`src/rtl/pe_arb_pkg.sv`:
```
// Shared types and defaults for the PE RAM port-B arbiter.
// Owner encoding records who received the most recent grant.
package pe_arb_pkg;

   typedef enum logic [1:0] {
      IDLE    = 2'd0,
      CPU_OWN = 2'd1,
      DMA_OWN = 2'd2
   } owner_t;

   localparam int DEFAULT_MAX_BURST = 8;

endpackage

```
`src/rtl/pe_mem_arbiter_if.sv`:
```
// Bundle of CPU, DMA and RAM-side signals around the port-B arbiter.
// Signal directions are named from the arbiter's point of view.
interface pe_mem_arbiter_if #(
   parameter int MEMORY_WIDTH = 32,
   parameter int ADDR_WIDTH   = 32
);
   logic                    cpu_req_in;
   logic                    cpu_wb_in;
   logic [ADDR_WIDTH-1:0]   cpu_addr_in;
   logic [MEMORY_WIDTH-1:0] cpu_data_in;
   logic                    cpu_stall_out;
   logic                    cpu_rvalid_out;

   logic                    dma_req_in;
   logic                    dma_wb_in;
   logic [ADDR_WIDTH-1:0]   dma_addr_in;
   logic [MEMORY_WIDTH-1:0] dma_data_in;
   logic                    dma_gnt_out;
   logic                    dma_rvalid_out;

   logic                    mem_enable_out;
   logic                    mem_wb_out;
   logic [ADDR_WIDTH-1:0]   mem_addr_out;
   logic [MEMORY_WIDTH-1:0] mem_data_out;
   logic [MEMORY_WIDTH-1:0] mem_data_in;
   logic [MEMORY_WIDTH-1:0] rdata_out;

   modport slave (
      input  cpu_req_in, cpu_wb_in, cpu_addr_in, cpu_data_in,
      output cpu_stall_out, cpu_rvalid_out,
      input  dma_req_in, dma_wb_in, dma_addr_in, dma_data_in,
      output dma_gnt_out, dma_rvalid_out,
      output mem_enable_out, mem_wb_out, mem_addr_out, mem_data_out,
      input  mem_data_in,
      output rdata_out
   );

   modport master (
      output cpu_req_in, cpu_wb_in, cpu_addr_in, cpu_data_in,
      input  cpu_stall_out, cpu_rvalid_out,
      output dma_req_in, dma_wb_in, dma_addr_in, dma_data_in,
      input  dma_gnt_out, dma_rvalid_out,
      input  mem_enable_out, mem_wb_out, mem_addr_out, mem_data_out,
      output mem_data_in,
      input  rdata_out
   );
endinterface

```
`src/rtl/pe_mem_arbiter.sv`:
```
// Arbitrates PE RAM port B between the core data bus and a DMA-class requester.
// One grant per cycle, bounded DMA bursts, read data tagged back one cycle later.
module pe_mem_arbiter
   import pe_arb_pkg::*;
#(
   parameter int MAX_BURST = DEFAULT_MAX_BURST
) (
   input logic             clock,
   input logic             reset,
   pe_mem_arbiter_if.slave bus
);

   localparam int                 CNT_W   = $clog2(MAX_BURST + 1);
   localparam logic [CNT_W-1:0]   CNT_MAX = CNT_W'(MAX_BURST);
   localparam logic [CNT_W-1:0]   CNT_ONE = CNT_W'(1);

   owner_t           state_q, state_d;
   logic [CNT_W-1:0] burst_cnt_q, burst_cnt_d;
   logic             cpu_rvalid_q, cpu_rvalid_d;
   logic             dma_rvalid_q, dma_rvalid_d;
   logic             cpu_req_s, dma_req_s;
   logic             cpu_win_s, dma_win_s;

   // Winner selection, next owner/burst/tag state and the RAM-side mux.
   always_comb begin
      cpu_win_s    = 1'b0;
      dma_win_s    = 1'b0;
      state_d      = IDLE;
      burst_cnt_d  = '0;
      cpu_rvalid_d = 1'b0;
      dma_rvalid_d = 1'b0;

      // While the CPU's read data is returning, its still-held request is the
      // completion of that read, not a new access.
      cpu_req_s = bus.cpu_req_in & ~cpu_rvalid_q & ~reset;
      dma_req_s = bus.dma_req_in & ~reset;

      if (cpu_req_s && dma_req_s) begin
         case (state_q)
            CPU_OWN: dma_win_s = 1'b1;
            DMA_OWN: begin
               if (burst_cnt_q < CNT_MAX) begin
                  dma_win_s = 1'b1;
               end else begin
                  cpu_win_s = 1'b1;
               end
            end
            default: cpu_win_s = 1'b1;
         endcase
      end else if (cpu_req_s) begin
         cpu_win_s = 1'b1;
      end else if (dma_req_s) begin
         dma_win_s = 1'b1;
      end else begin
         cpu_win_s = 1'b0;
      end

      if (cpu_win_s) begin
         state_d = CPU_OWN;
      end else if (dma_win_s) begin
         state_d = DMA_OWN;
      end else begin
         state_d = IDLE;
      end

      if (dma_win_s) begin
         if (state_q != DMA_OWN) begin
            burst_cnt_d = CNT_ONE;
         end else if (burst_cnt_q == CNT_MAX) begin
            burst_cnt_d = CNT_MAX;
         end else begin
            burst_cnt_d = burst_cnt_q + CNT_ONE;
         end
      end else begin
         burst_cnt_d = '0;
      end

      cpu_rvalid_d = cpu_win_s & ~bus.cpu_wb_in;
      dma_rvalid_d = dma_win_s & ~bus.dma_wb_in;

      bus.mem_enable_out = cpu_win_s | dma_win_s;
      if (cpu_win_s) begin
         bus.mem_wb_out   = bus.cpu_wb_in;
         bus.mem_addr_out = bus.cpu_addr_in;
         bus.mem_data_out = bus.cpu_data_in;
      end else if (dma_win_s) begin
         bus.mem_wb_out   = bus.dma_wb_in;
         bus.mem_addr_out = bus.dma_addr_in;
         bus.mem_data_out = bus.dma_data_in;
      end else begin
         bus.mem_wb_out   = 1'b0;
         bus.mem_addr_out = '0;
         bus.mem_data_out = '0;
      end

      // A granted CPU read keeps the stall up until its data cycle.
      bus.cpu_stall_out  = cpu_req_s & (~cpu_win_s | ~bus.cpu_wb_in);
      bus.dma_gnt_out    = dma_win_s;
      bus.cpu_rvalid_out = cpu_rvalid_q;
      bus.dma_rvalid_out = dma_rvalid_q;
      bus.rdata_out      = bus.mem_data_in;
   end

   // Owner state, DMA burst counter and read-return tags.
   always_ff @(posedge clock or posedge reset) begin
      if (reset) begin
         state_q      <= IDLE;
         burst_cnt_q  <= '0;
         cpu_rvalid_q <= 1'b0;
         dma_rvalid_q <= 1'b0;
      end else begin
         state_q      <= state_d;
         burst_cnt_q  <= burst_cnt_d;
         cpu_rvalid_q <= cpu_rvalid_d;
         dma_rvalid_q <= dma_rvalid_d;
      end
   end

endmodule
```
`src/flat_wrapper.sv`:
```
// flat-port wrapper written by rule: the top's interface ports become plain ports
module pe_mem_arbiter_flat import pe_arb_pkg::*;
#(
   parameter int MAX_BURST = DEFAULT_MAX_BURST
)
  (clock, reset, bus_cpu_req_in, bus_cpu_wb_in, bus_cpu_addr_in, bus_cpu_data_in, bus_cpu_stall_out, bus_cpu_rvalid_out, bus_dma_req_in, bus_dma_wb_in, bus_dma_addr_in, bus_dma_data_in, bus_dma_gnt_out, bus_dma_rvalid_out, bus_mem_enable_out, bus_mem_wb_out, bus_mem_addr_out, bus_mem_data_out, bus_mem_data_in, bus_rdata_out);
  pe_mem_arbiter_if bus_i ();
  input logic clock;
  input logic reset;
  input wire logic [$bits(bus_i.cpu_req_in)-1:0] bus_cpu_req_in;
  input wire logic [$bits(bus_i.cpu_wb_in)-1:0] bus_cpu_wb_in;
  input wire logic [$bits(bus_i.cpu_addr_in)-1:0] bus_cpu_addr_in;
  input wire logic [$bits(bus_i.cpu_data_in)-1:0] bus_cpu_data_in;
  output wire logic [$bits(bus_i.cpu_stall_out)-1:0] bus_cpu_stall_out;
  output wire logic [$bits(bus_i.cpu_rvalid_out)-1:0] bus_cpu_rvalid_out;
  input wire logic [$bits(bus_i.dma_req_in)-1:0] bus_dma_req_in;
  input wire logic [$bits(bus_i.dma_wb_in)-1:0] bus_dma_wb_in;
  input wire logic [$bits(bus_i.dma_addr_in)-1:0] bus_dma_addr_in;
  input wire logic [$bits(bus_i.dma_data_in)-1:0] bus_dma_data_in;
  output wire logic [$bits(bus_i.dma_gnt_out)-1:0] bus_dma_gnt_out;
  output wire logic [$bits(bus_i.dma_rvalid_out)-1:0] bus_dma_rvalid_out;
  output wire logic [$bits(bus_i.mem_enable_out)-1:0] bus_mem_enable_out;
  output wire logic [$bits(bus_i.mem_wb_out)-1:0] bus_mem_wb_out;
  output wire logic [$bits(bus_i.mem_addr_out)-1:0] bus_mem_addr_out;
  output wire logic [$bits(bus_i.mem_data_out)-1:0] bus_mem_data_out;
  input wire logic [$bits(bus_i.mem_data_in)-1:0] bus_mem_data_in;
  output wire logic [$bits(bus_i.rdata_out)-1:0] bus_rdata_out;
  assign bus_i.cpu_req_in = bus_cpu_req_in;
  assign bus_i.cpu_wb_in = bus_cpu_wb_in;
  assign bus_i.cpu_addr_in = bus_cpu_addr_in;
  assign bus_i.cpu_data_in = bus_cpu_data_in;
  assign bus_cpu_stall_out = bus_i.cpu_stall_out;
  assign bus_cpu_rvalid_out = bus_i.cpu_rvalid_out;
  assign bus_i.dma_req_in = bus_dma_req_in;
  assign bus_i.dma_wb_in = bus_dma_wb_in;
  assign bus_i.dma_addr_in = bus_dma_addr_in;
  assign bus_i.dma_data_in = bus_dma_data_in;
  assign bus_dma_gnt_out = bus_i.dma_gnt_out;
  assign bus_dma_rvalid_out = bus_i.dma_rvalid_out;
  assign bus_mem_enable_out = bus_i.mem_enable_out;
  assign bus_mem_wb_out = bus_i.mem_wb_out;
  assign bus_mem_addr_out = bus_i.mem_addr_out;
  assign bus_mem_data_out = bus_i.mem_data_out;
  assign bus_i.mem_data_in = bus_mem_data_in;
  assign bus_rdata_out = bus_i.rdata_out;
  pe_mem_arbiter #(.MAX_BURST(MAX_BURST)) u_core (.clock(clock), .reset(reset), .bus(bus_i));
endmodule
```
`config.mk`:
```
export PLATFORM = sky130hd
export DESIGN_NAME = pe_mem_arbiter_flat
export DESIGN_NICKNAME = d
export VERILOG_FILES = /design/src/rtl/pe_arb_pkg.sv /design/src/rtl/pe_mem_arbiter_if.sv /design/src/rtl/pe_mem_arbiter.sv /design/src/flat_wrapper.sv
export SDC_FILE = /design/constraint.sdc
export NUM_CORES = 1
export LEC_CHECK = 0
export CORE_AREA = 3 3 103 105
export CTS_CLUSTER_SIZE = 30
export DETAILED_ROUTE_END_ITERATION = 10
export DIE_AREA = 0 0 106 108
export PLACE_DENSITY = 0.67
export SYNTH_ARGS = -nofsm -noshare
export SYNTH_HDL_FRONTEND = slang
export SYNTH_SLANG_ARGS = --single-unit
```
`constraint.sdc`:
```
create_clock -name clock -period 7.1 [get_ports clock]
set_input_delay 1.775 -clock clock [delete_from_list [all_inputs] [get_ports clock]]
set_output_delay 1.775 -clock clock [all_outputs]
set_load 0.02 [all_outputs]
```
==> results of run 1 <==
==> layout make-up <==
class | instances | area (um^2) | area share
Inverter | 6 | 22.5 | 0.00662
Timing Repair Buffer | 207 | 2070 | 0.609
Tap cell | 133 | 166 | 0.0489
Clock buffer | 3 | 41.3 | 0.0121
Sequential cell | 8 | 200 | 0.0588
Multi-Input combinational cell | 94 | 900 | 0.264
==> metal layers <==
layer / track usage / vias up
met4: 0.0296 / 0
met2: 0.220 / 154
met1: 0.135 / 969
met3: 0.0460 / 10
li1: - / 955
met5: 0 / -
==> power by group through the flow <==
| stage | clock network, mW | logic, mW | registers [mW] |
|---|---|---|---|
| global route | 0.0582 | 0.239 | 0.0482 |
| floorplan | 0 | 0.115 | 0.0490 |
| CTS | 0.0543 | 0.228 | 0.0481 |
| finish | 0.0529 | 0.225 | 0.0481 |
| detailed placement | 0 | 0.227 | 0.0487 |
| global placement | 0 | 0.225 | 0.0486 |
==> tightest hold or removal path, delay by kind of cell (launching register included) <==
kind	cells	cell delay (ns)
AOI/OAI and AO/OA	2	0.14
DFF	1	0.36
buffers and inverters	1	0.06
==> stage by stage <==
step / total power, mW / setup WS, ns / cell area [um^2] / instances / utilization
6_report: 0.326 / 0.761 / 3400 / 451 / 0.350
5_1_grt: 0.346 / 0.554 / 3400 / 451 / 0.350
4_1_cts: 0.331 / 0.743 / 3400 / 451 / 0.350
3_5_place_dp: 0.276 / 0.755 / 3360 / 448 / 0.346
3_3_place_gp: 0.274 / 0.850 / 3360 / 448 / 0.346
2_1_floorplan: 0.165 / 2.22 / 1480 / 161 / -
==> synthesized netlist by cell type, drive strengths merged <==
cell    number
and3         3
xnor2        1
and2         3
a32o        65
o31a         1
o21ai        2
nand2        1
clkbuf      14
o31ai        1
nand2b       1
a311oi       1
ha           4
nor2b        3
dfrtp        8
nand3        1
inv          6
a21oi        1
a21boi       1
nor2         1
nor3b        1
or3b         1
or2          1
buf         39
mux2         1
==> worst paths after layout <==
path	startpoint	slack (ns)	end
max	reset	0.76	bus_mem_data_out[4]
min	u_core.burst_cnt_q[0]	0.61	u_core.burst_cnt_q[0]
max reg2reg	u_core.state_q[0]	4.89	u_core.state_q[1]
min reg2reg	u_core.burst_cnt_q[0]	0.61	u_core.burst_cnt_q[0]
max in group asynchronous	reset	4.96	u_core.state_q[0]
min in group asynchronous	reset	1.91	u_core.burst_cnt_q[0]
==> registers in the layout (all words and copies together), names as in the netlist <==
name,count
u_core.bus.cpu_rvalid_out,1
u_core.burst_cnt_q,4
u_core.state_q,2
u_core.bus.dma_rvalid_out,1
==> cell families (layout without fill, tap and decap cells) <==
group | count (synthesis) | count (layout) | share of synthesized area
compound gates | 72 | 72 | 0.483
xor+xnor | 1 | 1 | 0.00591
fa+ha+maj | 4 | 4 | 0.0338
buf+inv | 59 | 216 | 0.266
flops | 8 | 8 | 0.135
mux | 1 | 1 | 0.00760
simple gates | 16 | 16 | 0.0684
==> reports/qor.yml, run 1 <==
route:
  wl_met1_mm: 2.90
  route.met2.wl_mm: 3.83
  post_drt_via_cell_ratio: 4.63
  totalWireLength_mm: 7.76
  routedWlPerCell_um: 17.2
  route.detailed.drc: 0
  drt_iter0_drc: 119
  wl_met3_um: 951
  ant_nets: 0
  first_pass_iters: 4
  vias: 2088
  maxUsedRoutingLayer: "met4"
worst_setup_path:
  crit_required_ns: 5.33
  crit_fanout: 37
  cp_slowest_cell: "o31a_2"
  crit_buf_inv: 3
  cp.arrival_ns: 4.56
  crit_path_cell_trace: "clkdlybuf4s50_1 -> nor3b_1 -> o31a_2 -> buf_12 -> a32o_1 -> clkdlybuf4s50_1"
  crit_path_start_kind: "input port"
  cpMostUsedCell: "clkdlybuf4s50_1"
  endpoint_kind: "primary output"
  path_delay_family: "buffers and inverters"
  criticalPathCategory: "input port to primary output"
  cpPeakStageDelay_ns: 0.69
  reg2reg_depth: 6
  crit_cells: 6
layout:
  diodes: 0
  nets: 490
  syn2layout_area_growth_pct: 130
  fillCellCount: 1012
  layout_common_cells: "203 x clkdlybuf4s50_1, 65 x a32o_1, 8 x dfrtp_1, 6 x inv_1, 4 x ha_1"
  final_common_cell: "clkdlybuf4s50_1"
  drive_above_1_share: 0.0472
sta:
  maxSlewViolCount: 0
  setup_tns_ns: 0
  finalHoldViolCount: 0
  grt_setup_unrepaired: "no"
  period_share: 0.893
  fmax_mhz: 158
  worst_hold_slack_ns: 0.614
  worst_pin_slew_ns: 0.816
  slew_headroom: 0.454
  fin_crit_ns: 6.34
  setup_viol: 0
  fin_skew_ns: 0.00212
global_routing:
  grt_max_degree: 43
  grt_pass1_vias: 2189
  grt_antenna_before_repair: 0
  overflow: 0
  grt_first_pass_wirelength_mm: 11.4
  gr-usage-all-layers: 0.122
clock_network:
  cts_resized: 0
  cts_hold_buf: 0
  clockBufferDepth: 2
  cts_tree: "yes"
  cts_made_buffers: 3
  clkTransAtPathRegs_ns: 0.04
  clockRootBuffer: "clkbuf_8"
  clock_sinks: 8
  post-cts-setup-buffers: 0
  htreeDepth: 1
  clock_latency_ns: 0.22
synth:
  synth.top_cell.area_share: 0.439
  synth_top_area_cell: "a32o_1"
  synth.area.top_cells: "a32o_1 44%, buf_4 16%, dfrtp_1 14%, buf_6 5.3%, clkbuf_1 3.5%"
  synth-seq-cells: 8
  synth_cells: 161
  ys_warn_count: 0
  postSynthAreaPerCell_um2: 9.20
  syn_area_um2: 1480
  syn_nets: 331
  synth-seq-area-share: 0.135
  ys_types: 25
status:
  status: "completed"
place:
  hpwl_mm: 6.29
  io_buffers: 203
  gp_congestion: 0.666
die:
  die_y_um: 108
  boundaryPins: 268
  dieArea_um2: 11400
  core_um2: 9730
  initial_core_util: 0.152
  die_x_um: 106
  row_count: 36
job:
  max_cap_violations: 0
pwr:
  p_clk_frac: 0.162
  seqPwrFrac: 0.147
  switching_share: 0.335
  leakagePower_nw: 1.18
  p_int_mw: 0.217
  ir_worst_vdd_v: 0.0000367
  powerDensity_nw_per_um2: 95.8
  power_frac_comb: 0.690
  p_switching_mw: 0.109
hold_path:
  worstHoldPathType: "flop to flop"
  whs_path_depth: 3
No activity file was read; power rests on OpenSTA's default activity.
==> run 2: changes to the inputs <==
PLACE_DENSITY = 0.72   (was 0.67)
==> reports/qor.yml, run 2 (same netlist as run 1, synthesis figures left out) <==
status:
  status: "completed"
sta:
  period_share: 0.876
  slew_headroom: 0.547
  worst_pin_slew_ns: 0.677
  finalHoldViolCount: 0
  maxSlewViolCount: 0
  setup_tns_ns: 0
  setup_viol: 0
  fin_skew_ns: 0.00141
  fmax_mhz: 161
  fin_crit_ns: 6.22
  grt_setup_unrepaired: "no"
layout:
  syn2layout_area_growth_pct: 130
  largest_register_ffs: 4
  diodes: 0
  reg_top3: "u_core.burst_cnt_q (4), u_core.state_q (2)"
  fin_cells: 451
  nets: 490
  finish.instance_area_um2: 3400
  fillCellCount: 1007
  final_common_cell: "clkdlybuf4s50_1"
  drive_above_1_share: 0.0472
  multiInputGateArea_um2: 900
  seq_area_um2: 200
  layout_common_cells: "203 x clkdlybuf4s50_1, 65 x a32o_1, 8 x dfrtp_1, 6 x inv_1, 4 x ha_1"
  largest-register: "u_core.burst_cnt_q"
route:
  vias: 2072
  route.detailed.drc: 0
  ant_nets: 0
  drt_iter0_drc: 147
  first_pass_iters: 4
  post_drt_via_cell_ratio: 4.59
  totalWireLength_mm: 7.47
  routedWlPerCell_um: 16.6
clock_network:
  clock_sinks: 8
  clockRootBuffer: "clkbuf_8"
  cts_made_buffers: 3
  cts_tree: "yes"
  clock_latency_ns: 0.23
  post-cts-setup-buffers: 0
  cts_hold_buf: 0
  cts_resized: 0
  clkTransAtPathRegs_ns: 0.04
  htreeDepth: 1
  clockBufferDepth: 2
place:
  gp_congestion: 0.724
  postPlaceCellArea_um2: 3360
  dpl.cell_count: 448
  hpwl_mm: 5.89
  io_buffers: 203
die:
  row_count: 36
  dieArea_um2: 11400
  die_x_um: 106
  initial_core_util: 0.152
  boundaryPins: 268
  die_y_um: 108
  core_um2: 9730
global_routing:
  grt_antenna_before_repair: 0
  grt_first_pass_wirelength_mm: 10.9
  grt_max_degree: 43
  grt_pass1_vias: 2120
  overflow: 0
  gr-usage-all-layers: 0.116
hold_path:
  worstHoldPathType: "flop to flop"
worst_setup_path:
  crit_fanout: 42
  criticalPathCategory: "input port to primary output"
  crit_required_ns: 5.33
  endpoint_kind: "primary output"
  cp.arrival_ns: 4.44
  crit_path_start_kind: "input port"
pwr:
  power.total_mw: 0.329
  powerDensity_nw_per_um2: 96.5
  leakagePower_nw: 1.18
  ir_worst_vdd_v: 0.0000454
job:
  max_cap_violations: 0
==> run 2: cell counts in the layout (fill, tap and decap cells not counted) <==
No cell type changed its count.
==> run 2: routing by layer <==
metal	track usage	wire length, um	vias to the layer above
met3	0.0340	877	17
met1	0.138	2980	964
li1	-	-	953
met2	0.205	3510	138
met5	0	0	-
met4	0.0333	92	0
==> run 2: stage by stage <==
step / setup WS [ns] / hold WS, ns / utilization
floorplan: 2.22 / 0.556 / -
global placement: 0.927 / 0.579 / 0.346
detailed placement: 0.842 / 0.607 / 0.346
CTS: 0.840 / 0.612 / 0.350
global route: 0.712 / 0.658 / 0.350
finish: 0.884 / 0.617 / 0.350
==> run 2: worst paths after layout <==
kind                                             from                        end  slack, ns  depth (start not counted)
max in group asynchronous                       reset      u_core.burst_cnt_q[0]       4.96                          2
worst max-delay path                            reset        bus_mem_addr_out[9]       0.88                          6
worst max register to register      u_core.state_q[0]      u_core.burst_cnt_q[2]       5.01                          6
worst min-delay path            u_core.burst_cnt_q[0]      u_core.burst_cnt_q[0]       0.62                          3
min in group asynchronous                       reset  u_core.bus.cpu_rvalid_out       1.91                          2
worst min register to register  u_core.burst_cnt_q[0]      u_core.burst_cnt_q[0]       0.62                          3
==> run 2: where the power goes <==
group | switching [mW] | total, mW | internal (mW)
clock | 0.0185 | 0.0553 | 0.0368
combinational | 0.0921 | 0.225 | 0.133
sequential | 0.000902 | 0.0481 | 0.0472
==> run 2: cell type report <==
type                            count  share of cell area
Sequential cell                     8              0.0588
Multi-Input combinational cell     94               0.264
Tap cell                          133              0.0489
Clock buffer                        3              0.0121
Inverter                            6             0.00662
Timing Repair Buffer              207               0.609
==> run 2: worst max-delay path: stages <==
cell             delay [ns]
clkdlybuf4s50_1        0.48
nor3b_1                0.47
o31a_2                 0.63
buf_12                 0.29
a32o_1                 0.17
clkdlybuf4s50_1        0.60
==> run 3: changes to the inputs <==
SKIP_LAST_GASP = 1   (was default)
==> results of run 3 <==
Same layout as run 2: the final DEF is identical, and so are final timing and power.
